==> config.mk <==
export PLATFORM = sky130hd
export DESIGN_NAME = alu_operand_regfile_flat
export DESIGN_NICKNAME = d
export VERILOG_FILES = /design/src/rtl/alu_operand_regfile_pkg.sv /design/src/rtl/alu_operand_regfile_if.sv /design/src/rtl/alu_operand_regfile_read_port.sv /design/src/rtl/alu_operand_regfile.sv /design/src/flat_wrapper.sv
export SDC_FILE = /design/constraint.sdc
export NUM_CORES = 2
export LEC_CHECK = 0
export ABC_AREA = 0
export CAP_MARGIN = 20
export CELL_PAD_IN_SITES_DETAIL_PLACEMENT = 2
export CELL_PAD_IN_SITES_GLOBAL_PLACEMENT = 2
export CORE_MARGIN = 3
export CORE_UTILIZATION = 42
export CTS_BUF_LIST = sky130_fd_sc_hd__clkbuf_8
export DETAILED_ROUTE_END_ITERATION = 6
export PLACE_DENSITY = 0.93
export SYNTH_ARGS = -nofsm -noshare
export SYNTH_HDL_FRONTEND = slang
export SYNTH_HIERARCHICAL = 1
export SYNTH_SLANG_ARGS = --single-unit
export TNS_END_PERCENT = 1
==> constraint.sdc <==
create_clock -name clk_i -period 5.9 [get_ports clk_i]
set_input_delay 1.77 -clock clk_i [delete_from_list [all_inputs] [get_ports clk_i]]
set_output_delay 1.77 -clock clk_i [all_outputs]
set_load 0.03 [all_outputs]
==> src/rtl/alu_operand_regfile_pkg.sv <==
// rtl/alu_operand_regfile_pkg.sv - shared widths and ALU control encodings for regfile and ALU
// Purpose: one definition of register geometry and ALU opcodes for the regfile, the ALU and their benches.
// Contents: REG_DATA_W, REG_ADDR_W, REG_ZERO, alu_ctrl_e.
package alu_operand_regfile_pkg;

    localparam int unsigned REG_DATA_W = 32;
    localparam int unsigned REG_ADDR_W = 5;
    localparam logic [REG_ADDR_W-1:0] REG_ZERO = 5'd0;

    typedef enum logic [2:0] {
        ALU_AND = 3'b000,
        ALU_XOR = 3'b001,
        ALU_ADD = 3'b010,
        ALU_MUL = 3'b011,
        ALU_SRA = 3'b101,
        ALU_SUB = 3'b110,
        ALU_SLL = 3'b111
    } alu_ctrl_e;

endpackage

==> src/rtl/alu_operand_regfile_if.sv <==
// rtl/alu_operand_regfile_if.sv - read/write/debug bus of the operand register file
// Purpose: bundles the two ALU read ports, the writeback port, the debug port and the write counter.
// Modports: master = core/bench side (drives indices and write data), slave = register file.
interface alu_operand_regfile_if
    import alu_operand_regfile_pkg::*;
#(
    parameter int unsigned DATA_W = REG_DATA_W,
    parameter int unsigned ADDR_W = REG_ADDR_W
);
    logic [ADDR_W-1:0] RS1addr_i;
    logic [ADDR_W-1:0] RS2addr_i;
    logic [ADDR_W-1:0] RDaddr_i;
    logic [DATA_W-1:0] RDdata_i;
    logic              RegWrite_i;
    logic [DATA_W-1:0] RS1data_o;
    logic [DATA_W-1:0] RS2data_o;
    logic [ADDR_W-1:0] dbg_addr_i;
    logic [DATA_W-1:0] dbg_data_o;
    logic [31:0]       wr_count_o;

    modport master (
        output RS1addr_i, RS2addr_i, RDaddr_i, RDdata_i, RegWrite_i, dbg_addr_i,
        input  RS1data_o, RS2data_o, dbg_data_o, wr_count_o
    );

    modport slave (
        input  RS1addr_i, RS2addr_i, RDaddr_i, RDdata_i, RegWrite_i, dbg_addr_i,
        output RS1data_o, RS2data_o, dbg_data_o, wr_count_o
    );

endinterface

==> src/rtl/alu_operand_regfile_read_port.sv <==
// rtl/alu_operand_regfile_read_port.sv - one combinational read port with x0 masking and optional forwarding
// Purpose: turns the addressed storage word into the port output.
// Ports: rd_addr_i (index), mem_word_i (storage[rd_addr_i]), wr_en_i/wr_addr_i/wr_data_i (same-cycle write),
//        rd_data_o (result).
module regfile_read_port
    import alu_operand_regfile_pkg::*;
#(
    parameter int unsigned DATA_W = REG_DATA_W,
    parameter int unsigned ADDR_W = REG_ADDR_W,
    parameter bit          BYPASS = 1'b0
) (
    input  logic [ADDR_W-1:0] rd_addr_i,
    input  logic [DATA_W-1:0] mem_word_i,
    input  logic              wr_en_i,
    input  logic [ADDR_W-1:0] wr_addr_i,
    input  logic [DATA_W-1:0] wr_data_i,
    output logic [DATA_W-1:0] rd_data_o
);

    always_comb begin
        rd_data_o = mem_word_i;
        // Write-first forwarding; a write to x0 is dropped so it is never forwarded.
        if (BYPASS && wr_en_i && (wr_addr_i != '0) && (wr_addr_i == rd_addr_i)) begin
            rd_data_o = wr_data_i;
        end
        // x0 reads as zero whatever the storage holds.
        if (rd_addr_i == '0) begin
            rd_data_o = '0;
        end
    end

endmodule

==> src/rtl/alu_operand_regfile.sv <==
// rtl/alu_operand_regfile.sv - 32-entry operand register file feeding the ALU
// Purpose: storage, synchronous reset and committed-write counter; three read ports (RS1, RS2, debug).
// Ports: clk_i (rising-edge clock), rst_i (synchronous active-high reset),
//        bus (slave modport: read indices, writeback port, read data, debug port, wr_count_o).
module alu_operand_regfile
    import alu_operand_regfile_pkg::*;
#(
    parameter int unsigned           DATA_W  = REG_DATA_W,
    parameter int unsigned           ADDR_W  = REG_ADDR_W,
    parameter bit                    BYPASS  = 1'b0,
    parameter logic [DATA_W-1:0]     RST_VAL = '0
) (
    input  logic                 clk_i,
    input  logic                 rst_i,
    alu_operand_regfile_if.slave bus
);

    localparam int unsigned DEPTH = 2 ** ADDR_W;

    logic [DATA_W-1:0] mem_q [DEPTH];
    logic [DATA_W-1:0] mem_d [DEPTH];
    logic [31:0]       wr_count_q;
    logic [31:0]       wr_count_d;
    logic              wr_fire;

    // Writes to x0 are neither stored nor counted.
    assign wr_fire = bus.RegWrite_i && (bus.RDaddr_i != REG_ZERO[ADDR_W-1:0]);

    always_comb begin
        mem_d      = mem_q;
        wr_count_d = wr_count_q;
        if (wr_fire) begin
            mem_d[bus.RDaddr_i] = bus.RDdata_i;
            wr_count_d          = wr_count_q + 32'd1;
        end
    end

    // Reset wins over a same-cycle write.
    always_ff @(posedge clk_i) begin
        if (rst_i) begin
            for (int i = 0; i < DEPTH; i++) begin
                mem_q[i] <= RST_VAL;
            end
            wr_count_q <= '0;
        end else begin
            mem_q      <= mem_d;
            wr_count_q <= wr_count_d;
        end
    end

    assign bus.wr_count_o = wr_count_q;

    regfile_read_port #(.DATA_W(DATA_W), .ADDR_W(ADDR_W), .BYPASS(BYPASS)) u_rs1_port (
        .rd_addr_i  (bus.RS1addr_i),
        .mem_word_i (mem_q[bus.RS1addr_i]),
        .wr_en_i    (bus.RegWrite_i),
        .wr_addr_i  (bus.RDaddr_i),
        .wr_data_i  (bus.RDdata_i),
        .rd_data_o  (bus.RS1data_o)
    );

    regfile_read_port #(.DATA_W(DATA_W), .ADDR_W(ADDR_W), .BYPASS(BYPASS)) u_rs2_port (
        .rd_addr_i  (bus.RS2addr_i),
        .mem_word_i (mem_q[bus.RS2addr_i]),
        .wr_en_i    (bus.RegWrite_i),
        .wr_addr_i  (bus.RDaddr_i),
        .wr_data_i  (bus.RDdata_i),
        .rd_data_o  (bus.RS2data_o)
    );

    regfile_read_port #(.DATA_W(DATA_W), .ADDR_W(ADDR_W), .BYPASS(BYPASS)) u_dbg_port (
        .rd_addr_i  (bus.dbg_addr_i),
        .mem_word_i (mem_q[bus.dbg_addr_i]),
        .wr_en_i    (bus.RegWrite_i),
        .wr_addr_i  (bus.RDaddr_i),
        .wr_data_i  (bus.RDdata_i),
        .rd_data_o  (bus.dbg_data_o)
    );

endmodule

==> src/flat_wrapper.sv <==
// flat-port wrapper written by rule: the top's interface ports become plain ports
module alu_operand_regfile_flat import alu_operand_regfile_pkg::*;
#(
    parameter int unsigned           DATA_W  = REG_DATA_W,
    parameter int unsigned           ADDR_W  = REG_ADDR_W,
    parameter bit                    BYPASS  = 1'b0,
    parameter logic [DATA_W-1:0]     RST_VAL = '0
)
  (clk_i, rst_i, bus_RS1addr_i, bus_RS2addr_i, bus_RDaddr_i, bus_RDdata_i, bus_RegWrite_i, bus_dbg_addr_i, bus_RS1data_o, bus_RS2data_o, bus_dbg_data_o, bus_wr_count_o);
  alu_operand_regfile_if #(.DATA_W(DATA_W), .ADDR_W(ADDR_W)) bus_i ();
  input  logic clk_i;
  input  logic rst_i;
  input wire logic [$bits(bus_i.RS1addr_i)-1:0] bus_RS1addr_i;
  input wire logic [$bits(bus_i.RS2addr_i)-1:0] bus_RS2addr_i;
  input wire logic [$bits(bus_i.RDaddr_i)-1:0] bus_RDaddr_i;
  input wire logic [$bits(bus_i.RDdata_i)-1:0] bus_RDdata_i;
  input wire logic [$bits(bus_i.RegWrite_i)-1:0] bus_RegWrite_i;
  input wire logic [$bits(bus_i.dbg_addr_i)-1:0] bus_dbg_addr_i;
  output wire logic [$bits(bus_i.RS1data_o)-1:0] bus_RS1data_o;
  output wire logic [$bits(bus_i.RS2data_o)-1:0] bus_RS2data_o;
  output wire logic [$bits(bus_i.dbg_data_o)-1:0] bus_dbg_data_o;
  output wire logic [$bits(bus_i.wr_count_o)-1:0] bus_wr_count_o;
  assign bus_i.RS1addr_i = bus_RS1addr_i;
  assign bus_i.RS2addr_i = bus_RS2addr_i;
  assign bus_i.RDaddr_i = bus_RDaddr_i;
  assign bus_i.RDdata_i = bus_RDdata_i;
  assign bus_i.RegWrite_i = bus_RegWrite_i;
  assign bus_i.dbg_addr_i = bus_dbg_addr_i;
  assign bus_RS1data_o = bus_i.RS1data_o;
  assign bus_RS2data_o = bus_i.RS2data_o;
  assign bus_dbg_data_o = bus_i.dbg_data_o;
  assign bus_wr_count_o = bus_i.wr_count_o;
  alu_operand_regfile #(.DATA_W(DATA_W), .ADDR_W(ADDR_W), .BYPASS(BYPASS), .RST_VAL(RST_VAL)) u_core (.clk_i(clk_i), .rst_i(rst_i), .bus(bus_i));
endmodule
==> flow_metrics.tcl, run 1 <==
set metrics [dict create \
    status "did not finish" \
    failed_stage "clock tree synthesis (4_1_cts)" \
    error_line "[ERROR DPL-0033] detailed placement checks failed during check placement." \
    cts_root_buf "clkbuf_8" \
    synth_fp_nets 8350 \
    syn_inst 8294 \
    hold_buffers 0 \
    cts_setup_buffers 4 \
    cts.sinks 1056 \
    ys_seq_elements 1056 \
    start_util 0.424 \
    numCtsBuffers 197 \
    synth_cell_type_count 41 \
    htreeDepth 4 \
    clock_path_buffers 3 \
    ys_seq_area_frac 0.332 \
    postSynthAreaPerCell_um2 7.68 \
    yosysWarnings 6 \
    ioPinCount 183 \
    die_h_um 395 \
    port_buffers 182 \
    dpl_cell_area_mm2 0.0712 \
    dieWidth_um 395 \
    cts_resized 155 \
    post-dp-hpwl_um 291000 \
    place.gp.congestion 0.965 \
    row_count 142 \
    syn_area_mm2 0.0637 \
]
-- cell families after synthesis --
logic type      count (synthesis)  synth area share
simple gates                 2896             0.185
mux                          1537             0.241
fa+ha+maj                       1          0.000196
compound gates               1963             0.183
buf+inv                       814            0.0552
xor+xnor                       27           0.00371
flops                        1056             0.332
-- metrics by stage --
stage               setup slack [ps]  TNS (ps)  instances
floorplan                        492         0       8294
global placement                -363    -14540      10200
detailed placement              -598    -25480      10200
-- synthesized netlist by cell type (all sizes together) --
master | instances | share of area
and2 | 5 | 0.00049
xor2 | 25 | 0.0034
a22oi | 288 | 0.034
and3 | 7 | 0.00071
clkbuf | 485 | 0.029
nand4 | 17 | 0.0018
nor2 | 68 | 0.0042
o21ai | 5 | 0.00039
buf | 325 | 0.026
xnor2 | 2 | 0.00027
or3 | 4 | 0.00039
a31oi | 96 | 0.0094
a21oi | 1286 | 0.10
nand2b | 11 | 0.0011
mux2i | 1537 | 0.24
nor2b | 41 | 0.0040
a22o | 192 | 0.026
inv | 4 | 0.00024
a21boi | 96 | 0.012
or2 | 3 | 0.00029
ha | 1 | 0.00020
nor4 | 4 | 0.0013
nand2 | 2316 | 0.14
and2b | 2 | 0.00024
dfxtp | 1056 | 0.33
nand3 | 310 | 0.024
and4 | 4 | 0.00057
nor3 | 104 | 0.0085
==> run 2: changes to the inputs <==
Settings changed: CELL_PAD_IN_SITES_DETAIL_PLACEMENT 2 to default, CELL_PAD_IN_SITES_GLOBAL_PLACEMENT 2 to default, CORE_UTILIZATION 42 to 30, CTS_BUF_LIST sky130_fd_sc_hd__clkbuf_8 to default, PLACE_DENSITY 0.93 to default, PLACE_DENSITY_LB_ADDON from default to 0.15.
==> run 2 against run 1 <==
  * The flow now finishes, with violations (setup timing)
  * Synthesized cell count is the same
  * Synthesized area is the same
==> flow_metrics.tcl, run 2 <==
set metrics [dict create \
    drt_first_iter_violations 7231 \
    hold_class "reg2reg" \
    synth-simple-area-share 0.185 \
    avgRoutedWirePerCell_um 29.3 \
    gr-usage-met2 0.448 \
    drive_gt1_frac 0.145 \
    postSynthAreaPerCell_um2 7.68 \
    finClkSkew_ps 33.6 \
    start_util 0.303 \
    setup_ws_ps -65.9 \
    reg2reg_from "u_core/bus.wr_count_o[2]" \
    synthToLayoutAreaGrowth_pct 24.1 \
    clock_path_buffers 3 \
    top_register "u_core/mem_q" \
    ir_worst_vdd_mv 0.318 \
    status "finished, violations left" \
    yosysWarnings 6 \
    syn_area_mm2 0.0637 \
    fmax_ghz 0.168 \
    grt_overflow 0 \
    cts.sinks 1056 \
    p_int_mw 13.5 \
    vias 65400 \
    yosysTopAreaCell "dfxtp_1" \
    dieArea_mm2 0.218 \
    clkTransAtPathRegs_ps 50 \
    ys_seq_elements 1056 \
    powerDensity_mw_per_mm2 241 \
    reg2reg_slack_ps 3600 \
    grt.total_usage 0.295 \
    synth-xor-area-share 0.00371 \
    worstSetupStartpointType "input pin" \
    synth_fp_nets 8350 \
    drt-total-wl_um 334000 \
    final_cell_mix "nand2_1 (2286), mux2i_1 (1537), a21oi_1 (1284)" \
    row_count 168 \
    dp_slack_ps -277 \
    first_pass_iters 6 \
    setup_viol 14 \
    hold_buffers 0 \
    synth_edf_count 0 \
    grt_use_met1 0.393 \
    dpl.cell_count 11100 \
    busiest_layer "met2" \
    failed_checks "setup timing" \
    drc 0 \
    min_to "u_core/mem_q[110]" \
    p_clk_frac 0.452 \
    period_minus_slack_ps 5970 \
    nFillCells 21500 \
    antenna_left 0 \
    muxShareOfSynthArea 0.241 \
    hold_path_depth 2 \
    r2r-end "u_core/bus.wr_count_o[31]" \
    combPwrFrac 0.168 \
    worst-slew-pin-transition_ps 1380 \
    layout_commonest_cell "nand2_1" \
    die_h_um 467 \
    power.leakage_nw 30.3 \
    clk_latency_ps 810 \
    critPathArrivalTime_ps 4200 \
    dieWidth_um 467 \
    seqPwrFrac 0.379 \
    synth.area.top_cells "dfxtp_1 (33%), mux2i_1 (24%), nand2_1 (14%), a21oi_1 (10%), a22oi_1 (3.4%)" \
    synth_top_family_by_area "multiplexers" \
    layout.cells.non_filler 11400 \
    cts_tree "done" \
    synth_cell_type_count 41 \
    cts_root_buf "clkbuf_16" \
    path_max_fanout 17 \
    slew_headroom 0.0787 \
    final_hold_viol_count 0 \
    place.gp.congestion 0.913 \
    post-dp-hpwl_um 217000 \
    cap_violations 0 \
    synthArstFlopShare 0 \
    design.core.area_mm2 0.210 \
    synthAdderAreaFrac 0.000196 \
    port_buffers 182 \
    ys_seq_area_frac 0.332 \
    avgViaCountPerCell 5.72 \
    hold_start "u_core/mem_q[110]" \
    ioPinCount 183 \
    yosysTopAreaCellShare 0.332 \
    synth_common_cells "nand2_1 (2316), mux2i_1 (1537), a21oi_1 (1284)" \
    synth_most_common_cell "nand2_1" \
    grt_max_degree 223 \
    syn_inst 8294 \
    crit_type "in2out" \
    largest_register_ffs 1024 \
    grt_pass1_wl_um 470000 \
    rsz0062_at_grt "yes" \
    switching_power_mw 5.56 \
    nNetsFinal 8564 \
    endpoint_kind "output port" \
    grt_pass1_vias 62500 \
    p_sw_frac 0.292 \
    ff2ff_path_depth 5 \
    synth_compound_area_frac 0.183 \
    grt_use_met3 0.0578 \
    period_share 1.01 \
    final-max-slew-violation-count 0 \
    critical_path_required_ps 4130 \
    ys.flop_type "dfxtp_1" \
    htreeDepth 4 \
    antenna_found_initial 21 \
    numCtsBuffers 137 \
]
==> run 2: cell counts after synthesis <==
No cell type changed its count.
==> run 2: worst max-delay path, cell delays in order <==
cell and delay, ps:
clkdlybuf4s50_1 440, or2_2 330, buf_12 180, buf_4 250, nor3_1 420, a31oi_1 140, nand3_1 210, a21boi_1 210
buf_4 180
==> run 2: logic make-up after synthesis <==
family,after synthesis
AND/OR/NAND/NOR,2896
AO/OA/AOI/OAI,1963
multiplexers,1537
flip-flops,1056
buffers and inverters,814
XOR/XNOR,27
adder cells (fa/ha/maj),1
==> run 2: worst max path at each step <==
stage,from,to
floorplan,bus_RS2addr_i[1],bus_RS2data_o[30]
global placement,bus_RS2addr_i[0],bus_RS2data_o[28]
detailed placement,bus_RS2addr_i[0],bus_RS2data_o[28]
CTS,bus_RS2addr_i[2],bus_RS2data_o[21]
global route,bus_RS2addr_i[2],bus_RS2data_o[24]
finish,bus_dbg_addr_i[3],bus_dbg_data_o[17]
==> run 2: timing repair <==
item | CTS | global route
cloned | 9 | 0
endpoints found under the hold margin | 0 | 0
setup buffers | 35 | 0
gates resized for setup | 185 | 12
pin swaps | 38 | 3
setup endpoints to repair | 87 | 34
==> run 2: per-stage QoR <==
stage                     area [µm²]  setup TNS, ps  hold WS (ps)  utilization  total power, mW
after floorplan                63700              0           460            -             8.95
after global placement         73000          -9340           468        0.347             10.4
after detailed placement       73000          -9500           473        0.347             10.4
after CTS                      79000          -31.9           482        0.375             19.2
after global routing           79100          -1410           503        0.376             19.6
final                          79100           -289           480        0.376             19.1
==> run 2: power groups by stage <==
stage,Clock (mW),Sequential [mW],Combinational (mW)
finish,8.63,7.24,3.21
global route,9.04,7.24,3.30
CTS,8.77,7.24,3.16
detailed placement,0,7.39,3.02
global placement,0,7.39,3.01
floorplan,0,7.38,1.57
==> run 2: cell type report <==
class | instances | area (µm²) | area share
inverter | 4 | 15.0 | 0.000190
multi-input combinational | 6425 | 40200 | 0.509
clock inverter | 43 | 519 | 0.00657
timing repair buffer | 884 | 9620 | 0.122
sequential | 1056 | 21100 | 0.267
clock buffer | 201 | 4010 | 0.0507
antenna | 11 | 27.5 | 0.000348
tap | 2805 | 3510 | 0.0444
==> run 2: per-layer routing <==
layer  vias up  wire, µm
met3       731     27400
met5         -        66
li1      29400         -
met2      3063    144000
met4        10     19700
met1     32100    143000
(Power assumes the default switching activity.)
